### config.mk
export PLATFORM = sky130hd
export DESIGN_NAME = front_run_bot
export DESIGN_NICKNAME = d
export VERILOG_FILES = /design/src/rtl/front_run_bot_pkg.sv /design/src/rtl/front_run_bot.sv
export SDC_FILE = /design/constraint.sdc
export NUM_CORES = 1
export LEC_CHECK = 0
export CAP_MARGIN = 20
export CELL_PAD_IN_SITES_DETAIL_PLACEMENT = 0
export CELL_PAD_IN_SITES_GLOBAL_PLACEMENT = 2
export CORE_UTILIZATION = 26
export DETAILED_ROUTE_END_ITERATION = 6
export DONT_BUFFER_PORTS = 1
export PLACE_DENSITY_LB_ADDON = 0.1
export RECOVER_POWER = 25
export SLEW_MARGIN = 20
export SYNTH_ARGS = -nofsm -noshare
export SYNTH_HDL_FRONTEND = slang
export SYNTH_SLANG_ARGS = --single-unit
export TNS_END_PERCENT = 5
### constraint.sdc
create_clock -name clk_engine -period 5 [get_ports clk_engine]
set_clock_uncertainty 0.05 [all_clocks]
set_input_delay 0 -clock clk_engine [delete_from_list [all_inputs] [get_ports clk_engine]]
set_output_delay 0 -clock clk_engine [all_outputs]
set_load 0.01 [all_outputs]
### src/rtl/front_run_bot_pkg.sv
// Shared definitions for the front-running market-making bot: order field
// accessors, order packing and the decision FSM encoding.
package front_run_bot_pkg;

  localparam logic [13:0] BOT_QTY_DEF       = 14'd10;
  localparam int          SETTLE_CYCLES_DEF = 64;
  localparam int          MAX_PER_SIDE_DEF  = 16;
  localparam logic [15:0] MIN_PRICE_DEF     = 16'd1;

  typedef enum logic [2:0] {
    ST_IDLE,
    ST_EVAL_BID,
    ST_EMIT_BID,
    ST_EVAL_ASK,
    ST_EMIT_ASK,
    ST_SETTLE
  } state_e;

  // Order word layout: {price[31:16], is_buy[15], is_bot[14], qty[13:0]}
  function automatic logic [15:0] order_price(input logic [31:0] order);
    return order[31:16];
  endfunction

  function automatic logic order_is_buy(input logic [31:0] order);
    return order[15];
  endfunction

  function automatic logic order_is_bot(input logic [31:0] order);
    return order[14];
  endfunction

  function automatic logic [13:0] order_qty(input logic [31:0] order);
    return order[13:0];
  endfunction

  function automatic logic [31:0] pack_order(input logic [15:0] price,
                                             input logic        is_buy,
                                             input logic        is_bot,
                                             input logic [13:0] qty);
    return {price, is_buy, is_bot, qty};
  endfunction

endpackage

### src/rtl/front_run_bot.sv
// Market-making bot: posts one tick inside the spread whenever the best level
// on a side is not already bot-owned, then settles while the book catches up.
module front_run_bot
  import front_run_bot_pkg::*;
#(
  parameter logic [13:0] BOT_QTY       = BOT_QTY_DEF,
  parameter int          SETTLE_CYCLES = SETTLE_CYCLES_DEF,
  parameter int          MAX_PER_SIDE  = MAX_PER_SIDE_DEF,
  parameter logic [15:0] MIN_PRICE     = MIN_PRICE_DEF
) (
  input  logic        clk_engine,
  input  logic        rst_engine,
  input  logic        toggle_bot_enable,
  input  logic        freeze,
  input  logic [31:0] bid_root,
  input  logic        bid_valid,
  input  logic [31:0] ask_root,
  input  logic        ask_valid,
  output logic [31:0] order_out,
  output logic        order_valid,
  input  logic        order_ready,
  output logic        bot_enabled,
  output logic [4:0]  bid_sent,
  output logic [4:0]  ask_sent
);

  localparam int          TW        = $clog2(SETTLE_CYCLES + 1);
  localparam logic [TW-1:0] TIMER_LOAD = TW'(SETTLE_CYCLES - 1);
  localparam logic [4:0]  MAX_SENT  = 5'(MAX_PER_SIDE);

  state_e        state_q, state_d;
  logic          enable_q, enable_d;
  logic [31:0]   order_q, order_d;
  logic          valid_q, valid_d;
  logic [4:0]    bid_sent_q, bid_sent_d;
  logic [4:0]    ask_sent_q, ask_sent_d;
  logic [TW-1:0] timer_q, timer_d;
  logic          last_bid_q, last_bid_d;

  logic [15:0] bid_price, ask_price;
  logic        bid_ok, ask_ok, accept;

  assign bid_price = order_price(bid_root);
  assign ask_price = order_price(ask_root);
  assign accept    = valid_q && order_ready;

  // Price guards are ordered so that +1 / -1 never wraps at the 16-bit edges.
  assign bid_ok = bid_valid && !order_is_bot(bid_root) && (bid_price != 16'hFFFF) &&
                  (bid_sent_q < MAX_SENT) &&
                  (!ask_valid || ((bid_price + 16'd1) < ask_price));
  assign ask_ok = ask_valid && !order_is_bot(ask_root) && (ask_price > MIN_PRICE) &&
                  (ask_sent_q < MAX_SENT) &&
                  (!bid_valid || ((ask_price - 16'd1) > bid_price));

  always_comb begin
    state_d    = state_q;
    enable_d   = enable_q ^ toggle_bot_enable;
    order_d    = order_q;
    valid_d    = valid_q;
    bid_sent_d = bid_sent_q;
    ask_sent_d = ask_sent_q;
    timer_d    = timer_q;
    last_bid_d = last_bid_q;

    case (state_q)
      ST_IDLE: begin
        if (enable_q && !freeze) state_d = ST_EVAL_BID;
      end
      ST_EVAL_BID: begin
        if (!enable_q) begin
          state_d = ST_IDLE;
        end else if (!freeze) begin
          if (bid_ok) begin
            order_d = pack_order(bid_price + 16'd1, 1'b1, 1'b1, BOT_QTY);
            valid_d = 1'b1;
            state_d = ST_EMIT_BID;
          end else begin
            state_d = ST_EVAL_ASK;
          end
        end
      end
      ST_EVAL_ASK: begin
        if (!enable_q) begin
          state_d = ST_IDLE;
        end else if (!freeze) begin
          if (ask_ok) begin
            order_d = pack_order(ask_price - 16'd1, 1'b0, 1'b1, BOT_QTY);
            valid_d = 1'b1;
            state_d = ST_EMIT_ASK;
          end else begin
            state_d = ST_IDLE;
          end
        end
      end
      ST_EMIT_BID, ST_EMIT_ASK: begin
        // An emitted order is never retracted; only the handshake moves us on.
        if (accept) begin
          valid_d    = 1'b0;
          timer_d    = TIMER_LOAD;
          last_bid_d = (state_q == ST_EMIT_BID);
          if (state_q == ST_EMIT_BID) begin
            if (bid_sent_q < MAX_SENT) bid_sent_d = bid_sent_q + 5'd1;
          end else begin
            if (ask_sent_q < MAX_SENT) ask_sent_d = ask_sent_q + 5'd1;
          end
          state_d = enable_q ? ST_SETTLE : ST_IDLE;
        end
      end
      ST_SETTLE: begin
        if (!enable_q) begin
          state_d = ST_IDLE;
        end else if (timer_q == '0) begin
          state_d = last_bid_q ? ST_EVAL_ASK : ST_IDLE;
        end else begin
          timer_d = timer_q - TW'(1);
        end
      end
      default: state_d = ST_IDLE;
    endcase

    if (!enable_q && toggle_bot_enable) begin
      bid_sent_d = '0;
      ask_sent_d = '0;
    end
  end

  always_ff @(posedge clk_engine) begin
    if (rst_engine) begin
      state_q    <= ST_IDLE;
      enable_q   <= 1'b0;
      order_q    <= '0;
      valid_q    <= 1'b0;
      bid_sent_q <= '0;
      ask_sent_q <= '0;
      timer_q    <= '0;
      last_bid_q <= 1'b0;
    end else begin
      state_q    <= state_d;
      enable_q   <= enable_d;
      order_q    <= order_d;
      valid_q    <= valid_d;
      bid_sent_q <= bid_sent_d;
      ask_sent_q <= ask_sent_d;
      timer_q    <= timer_d;
      last_bid_q <= last_bid_d;
    end
  end

  assign order_out   = order_q;
  assign order_valid = valid_q;
  assign bot_enabled = enable_q;
  assign bid_sent    = bid_sent_q;
  assign ask_sent    = ask_sent_q;

endmodule
### Word level (Yosys, flattened, before mapping)

Index checks and enable logic that the tools add are counted.

* latch bits: 0
* memory bits (read-only): 0
* register bits after elaboration: 55
* memories kept: 0
* memory bits (writable): 0

* eq/ne operators: 19
* reduce and logical (&&, ||, !) cells: 33
* add/sub/neg operators: 5
* bitwise operators: 2
* order comparisons: 5
* divide/modulo/power cells: 0
* shift operators: 0
* multipliers: 0
* multiplexer cells: 32

Operators with widths (number)
* $mux 32: 6
* $pmux 32 s2: 1
* $mux 3: 10
* $mux 7: 3
* $ne 2x2->1 const B: 10
* $add 16x1->16 const B: 1
* $gt 16x1->1 const B: 1
* $gt 16x16->1: 1
* $lt 16x16->1: 1
* $ne 16x16->1 const B: 1
* $sub 16x1->16 const B: 1
* $pmux 3 s5: 1
* $pmux 7 s2: 1
* $reduce_and 4->1: 3
* $logic_and 1x1->1: 11
* $add 5x1->5 const B: 2
* $lt 5x5->1 const B: 2
* $ne 3x3->1 const B: 3
* $mux 1: 8
* $reduce_and 8->1: 1
* $logic_not 7->1: 1
* $reduce_and 7->1: 1
* $sub 7x1->7 const B: 1
* $eq 3x2->1 const B: 2
* 14 further kinds: 23

### Logic depth before layout (Yosys ltp)

* word-level depth: 9
* depth in mapped cells: 16
* gate-level depth less buffers: 14

### Worst setup path after synthesis

OpenSTA, ideal clock, no wires.

* path type: input to register
* start: in ask_root[19]
* end: reg order_q[17] (netlist: order_out[17])
* data required time: 4.828 ns
* setup time: 0.122 ns
* setup slack: 1.979 ns
* arrival time: 2.850 ns
* stages: 12
* path buffers: 1
* cells stage by stage: nor4_1 nand3_1 or3_1 xnor2_1 ha_1 a21o_1 a21oi_1 nor2b_1 or4_1 and3_1 buf_2 o311a_1

* word-level cells in the longest chain between the ends: 6

Ends and longest elaborated chain
* start: declaration: RTL line front_run_bot.sv:17 `input logic [31:0] ask_root,`
* $sub 16x1->16 or $gt 16x1->1 (tied branches): RTL line front_run_bot.sv:53, front_run_bot.sv:51
* $gt 16x16->1 or $logic_and 1x1->1 (tied branches): RTL line front_run_bot.sv:53, front_run_bot.sv:51
* $logic_or 1x1->1 or $logic_and 1x1->1 (tied branches): RTL line front_run_bot.sv:53, front_run_bot.sv:51
* $logic_and 1x1->1: RTL line front_run_bot.sv:52 `(ask_sent_q < MAX_SENT) &&`
* $ne 2x2->1 (no source line)
* $reduce_and 7->1 (no source line) *
* end signal: assignment: RTL line front_run_bot.sv:140 `order_q <= order_d;`
* end: declaration: RTL line front_run_bot.sv:33 `logic [31:0] order_q, order_d;`

Every way passes the cells marked *; elsewhere a longest branch is shown, timed or not.
A chain may end at the register's enable or synchronous reset.

### Final worst setup path

* start: in ask_root[19]
* end: reg order_q[18] (netlist: order_out[18])

The elaborated chain is that of the path after synthesis.

==> flow_metrics.env <==
export IMPL_ant_nets=0
export IMPL_dp_cells=601
export IMPL_cts_path_max_buffers=2
export IMPL_num_fill_cells=1426
export IMPL_die_area_um2=13800
export IMPL_layout_cells_non_filler=620
export IMPL_fmax_mhz=219
export IMPL_power_density_nw_per_um2=225
export IMPL_wl_per_cell_um=18.0
export IMPL_root_buffer="clkbuf_16"
export IMPL_slowest_delay_ps=590
export IMPL_mappedNetlistArea_um2=3470
export IMPL_crit_required_ps=5180
export IMPL_dr_pass1_iters=4
export IMPL_start_kind="input pin"
export IMPL_fin_crit_sh=0.913
export IMPL_diodes=0
export IMPL_synthCells=445
export IMPL_nets=557
export IMPL_vias=3147
export IMPL_cp_num_cells=13
export IMPL_worst_r2r_endpoint="order_out[18]$_SDFFE_PP0P_"
export IMPL_place_hpwl_mm=8.83
export IMPL_regToRegSetupSlack_ps=1900
export IMPL_crit_slowest_cell="dlygate4sd3_1"
export IMPL_crit_top_cell="nor4_1"
export IMPL_synth_edf_count=0
export IMPL_min_period_ps=4560
export IMPL_die_y_um=118
export IMPL_drt_initial_drc_count=157
export IMPL_crit_family="simple AND/OR/NAND/NOR gates"
export IMPL_grt_max_degree=26
export IMPL_synth_top_area_frac=0.237
export IMPL_ys_seq_elements=41
export IMPL_ys_warnings_count=0
export IMPL_synth_ff_type="dfxtp_1"
export IMPL_tightest_slew_ps=760
export IMPL_path_class="in -> reg"
export IMPL_synthToLayoutAreaGrowth_pct=10.8
export IMPL_postCtsSetupBuffers=0
export IMPL_yosysMostFrequentCell="nor2_1"
export IMPL_drive_above_1_share=0.0469
export IMPL_avgSynthCellArea_um2=7.80
export IMPL_cap_viol_max_count=0
export IMPL_initial_utilization=0.271
export IMPL_ys_seq_area_frac=0.237
export IMPL_viasPerCell=5.08
export IMPL_tns_ps=0
export IMPL_synth_common_cells="44 x nor2_1, 41 x dfxtp_1, 39 x ha_1, 39 x inv_1, 30 x xnor2_1"
export IMPL_critPathCapture="order_out[18]$_SDFFE_PP0P_"
export IMPL_grt_pass1_wl_mm=17.6
export IMPL_crit_start="ask_root[19]"
export IMPL_path_buf_inv=1
export IMPL_gp_congestion=0.816
export IMPL_seq_area_um2=821
export IMPL_clock_sinks=41
export IMPL_io_pins=115
export IMPL_die_x_um=118
export IMPL_ir_drop_uv=112
export IMPL_crit_path_cell_trace="nor4_1, nand3_1, or3_1, xnor2_1, ha_1, nand4_1, nor4_1, a21boi_0, or4_1, and3_1, nor2_4, o41ai_1, dlygate4sd3_1"
export IMPL_r2r_start="state_q[1]$_SDFFE_PP0P_"
export IMPL_reg2regPathDepth=7
export IMPL_tritoncts="done"
export IMPL_grt_pass1_vias=3102
export IMPL_worstHoldPathType="in -> reg"
export IMPL_rsz0062_at_grt="false"
export IMPL_critPathCaptureType="register"
export IMPL_hold_viol_final=0
export IMPL_yosysTopAreaCell="dfxtp_1"
export IMPL_drt_total_wl_mm=11.2
export IMPL_io_buffers=0
export IMPL_slew_violations=0
export IMPL_core_area_um2=12800
export IMPL_multi_input_area_um2=2350
export IMPL_setup_ws_ps=435
export IMPL_status="finished clean"
export IMPL_path_clk_slew_ps=60
export IMPL_cts_buffers=5
export IMPL_grt_overflow=0
export IMPL_setup_violations=0
export IMPL_synth_area_leaders="dfxtp_1 24%, ha_1 14%, xnor2_1 7.6%"
export IMPL_grt_total_usage=0.166
export IMPL_rows=41
export IMPL_clock_latency_ps=290
export IMPL_preCtsSetupSlack_ps=735
export IMPL_worst_path_max_fanout=11
export IMPL_critical_path_arrival_ps=4750
export IMPL_htree_levels=2
export IMPL_antenna_found_initial=0
export IMPL_total_power_mw=0.867
export IMPL_slew_headroom=0.489
export IMPL_netlist_cell_type_count=55
export IMPL_drc=0
export IMPL_p_leak_nw=1.49
export IMPL_async_flop_share=0
-- layout make-up --
| type | count | area share |
|---|---|---|
| tap | 172 | 0.0560 |
| clock buffer | 6 | 0.0361 |
| clock inverter | 2 | 0.00976 |
| multi-input combinational | 345 | 0.612 |
| inverter | 40 | 0.0390 |
| timing repair buffer | 14 | 0.0332 |
| sequential | 41 | 0.213 |
-- registers in the layout, summed over array words and instances, names as in the netlist --
| signal | cells |
|---|---|
| order_valid | 1 |
| last_bid_q | 1 |
| ask_sent | 5 |
| timer_q | 7 |
| bot_enabled | 1 |
| state_q | 3 |
| bid_sent | 5 |
| order_out | 18 |
-- where the power goes --
group / internal, mW / total [mW] / switching, mW / leakage, nW
Clock: 0.249 / 0.391 / 0.141 / 0.0831
Sequential: 0.329 / 0.334 / 0.00515 / 0.331
Combinational: 0.0571 / 0.142 / 0.0848 / 1.07
Total: 0.635 / 0.867 / 0.231 / 1.49
-- worst min-delay path: stages --
cell     delay [ps]
inv_1            50
a21oi_1          90
o31ai_1         170
-- worst min-delay path by stage --
stage | from | endpoint | slack, ps | cells after the start
finish | ask_root[16] | order_out[16]$_SDFFE_PP0P_ | 8 | 3
global route | ask_root[16] | order_out[16]$_SDFFE_PP0P_ | 10 | 3
CTS | ask_root[16] | order_out[16]$_SDFFE_PP0P_ | 3 | 3
detailed placement | rst_engine | bot_enabled$_SDFF_PP0_ | 20 | 1
global placement | rst_engine | bot_enabled$_SDFF_PP0_ | 20 | 1
floorplan | toggle_bot_enable | bot_enabled$_SDFF_PP0_ | 140 | 2
-- placed cells by master, fill, tap and decap left out, types with 2 or more instances in the layout --
cell type / instances
nor2b_1: 4
conb_1: 12
o21a_1: 3
or3_1: 6
o211ai_1: 4
o41ai_1: 6
nand4_1: 21
and3_1: 3
mux2i_1: 2
xor2_1: 9
o311a_1: 2
dfxtp_1: 41
ha_1: 39
o21ai_0: 8
o31ai_1: 6
nand2_1: 28
nor4_1: 7
nand3_1: 17
inv_1: 39
a21o_1: 5
a41oi_1: 3
a21oi_1: 28
a211oi_1: 3
nor3_1: 19
o221ai_1: 4
nand2b_1: 7
o22ai_1: 2
dlygate4sd3_1: 10
or4_1: 3
or2_2: 2
clkbuf_16: 5
nor2_1: 43
xnor2_1: 30
buf_4: 3
-- metrics by stage --
step                      utilization  cell area, um^2  hold WS (ps)
final                           0.300             3840          8.11
after CTS                       0.300             3850          3.44
after global placement          0.278             3560          23.6
after global routing            0.300             3840          13.7
after detailed placement        0.278             3560          22.0
after floorplan                     -             3510           138
-- layer usage --
layer | up-vias | routed length, um | global-route usage
met5 | - | 0 | 0
met4 | 0 | 180 | 0.0465
met2 | 71 | 5220 | 0.277
met1 | 1487 | 5140 | 0.210
met3 | 15 | 613 | 0.0455
li1 | 1574 | - | -
-- cell families after synthesis --
logic type                 synth area share
buffers and inverters                0.0974
muxes                               0.00577
DFF                                   0.237
other                               0.00108
and+or+nand+nor                       0.247
adders and majority gates             0.141
xor gates and xnor gates             0.0985
AOI/OAI and AO/OA                     0.173
-- what timing repair did --
action | CTS | global route
hold buffers | 11 | 0
endpoints found under the hold margin | 36 | 0
resized for setup | 0 | 0
No activity file was read; power rests on OpenSTA's default activity.
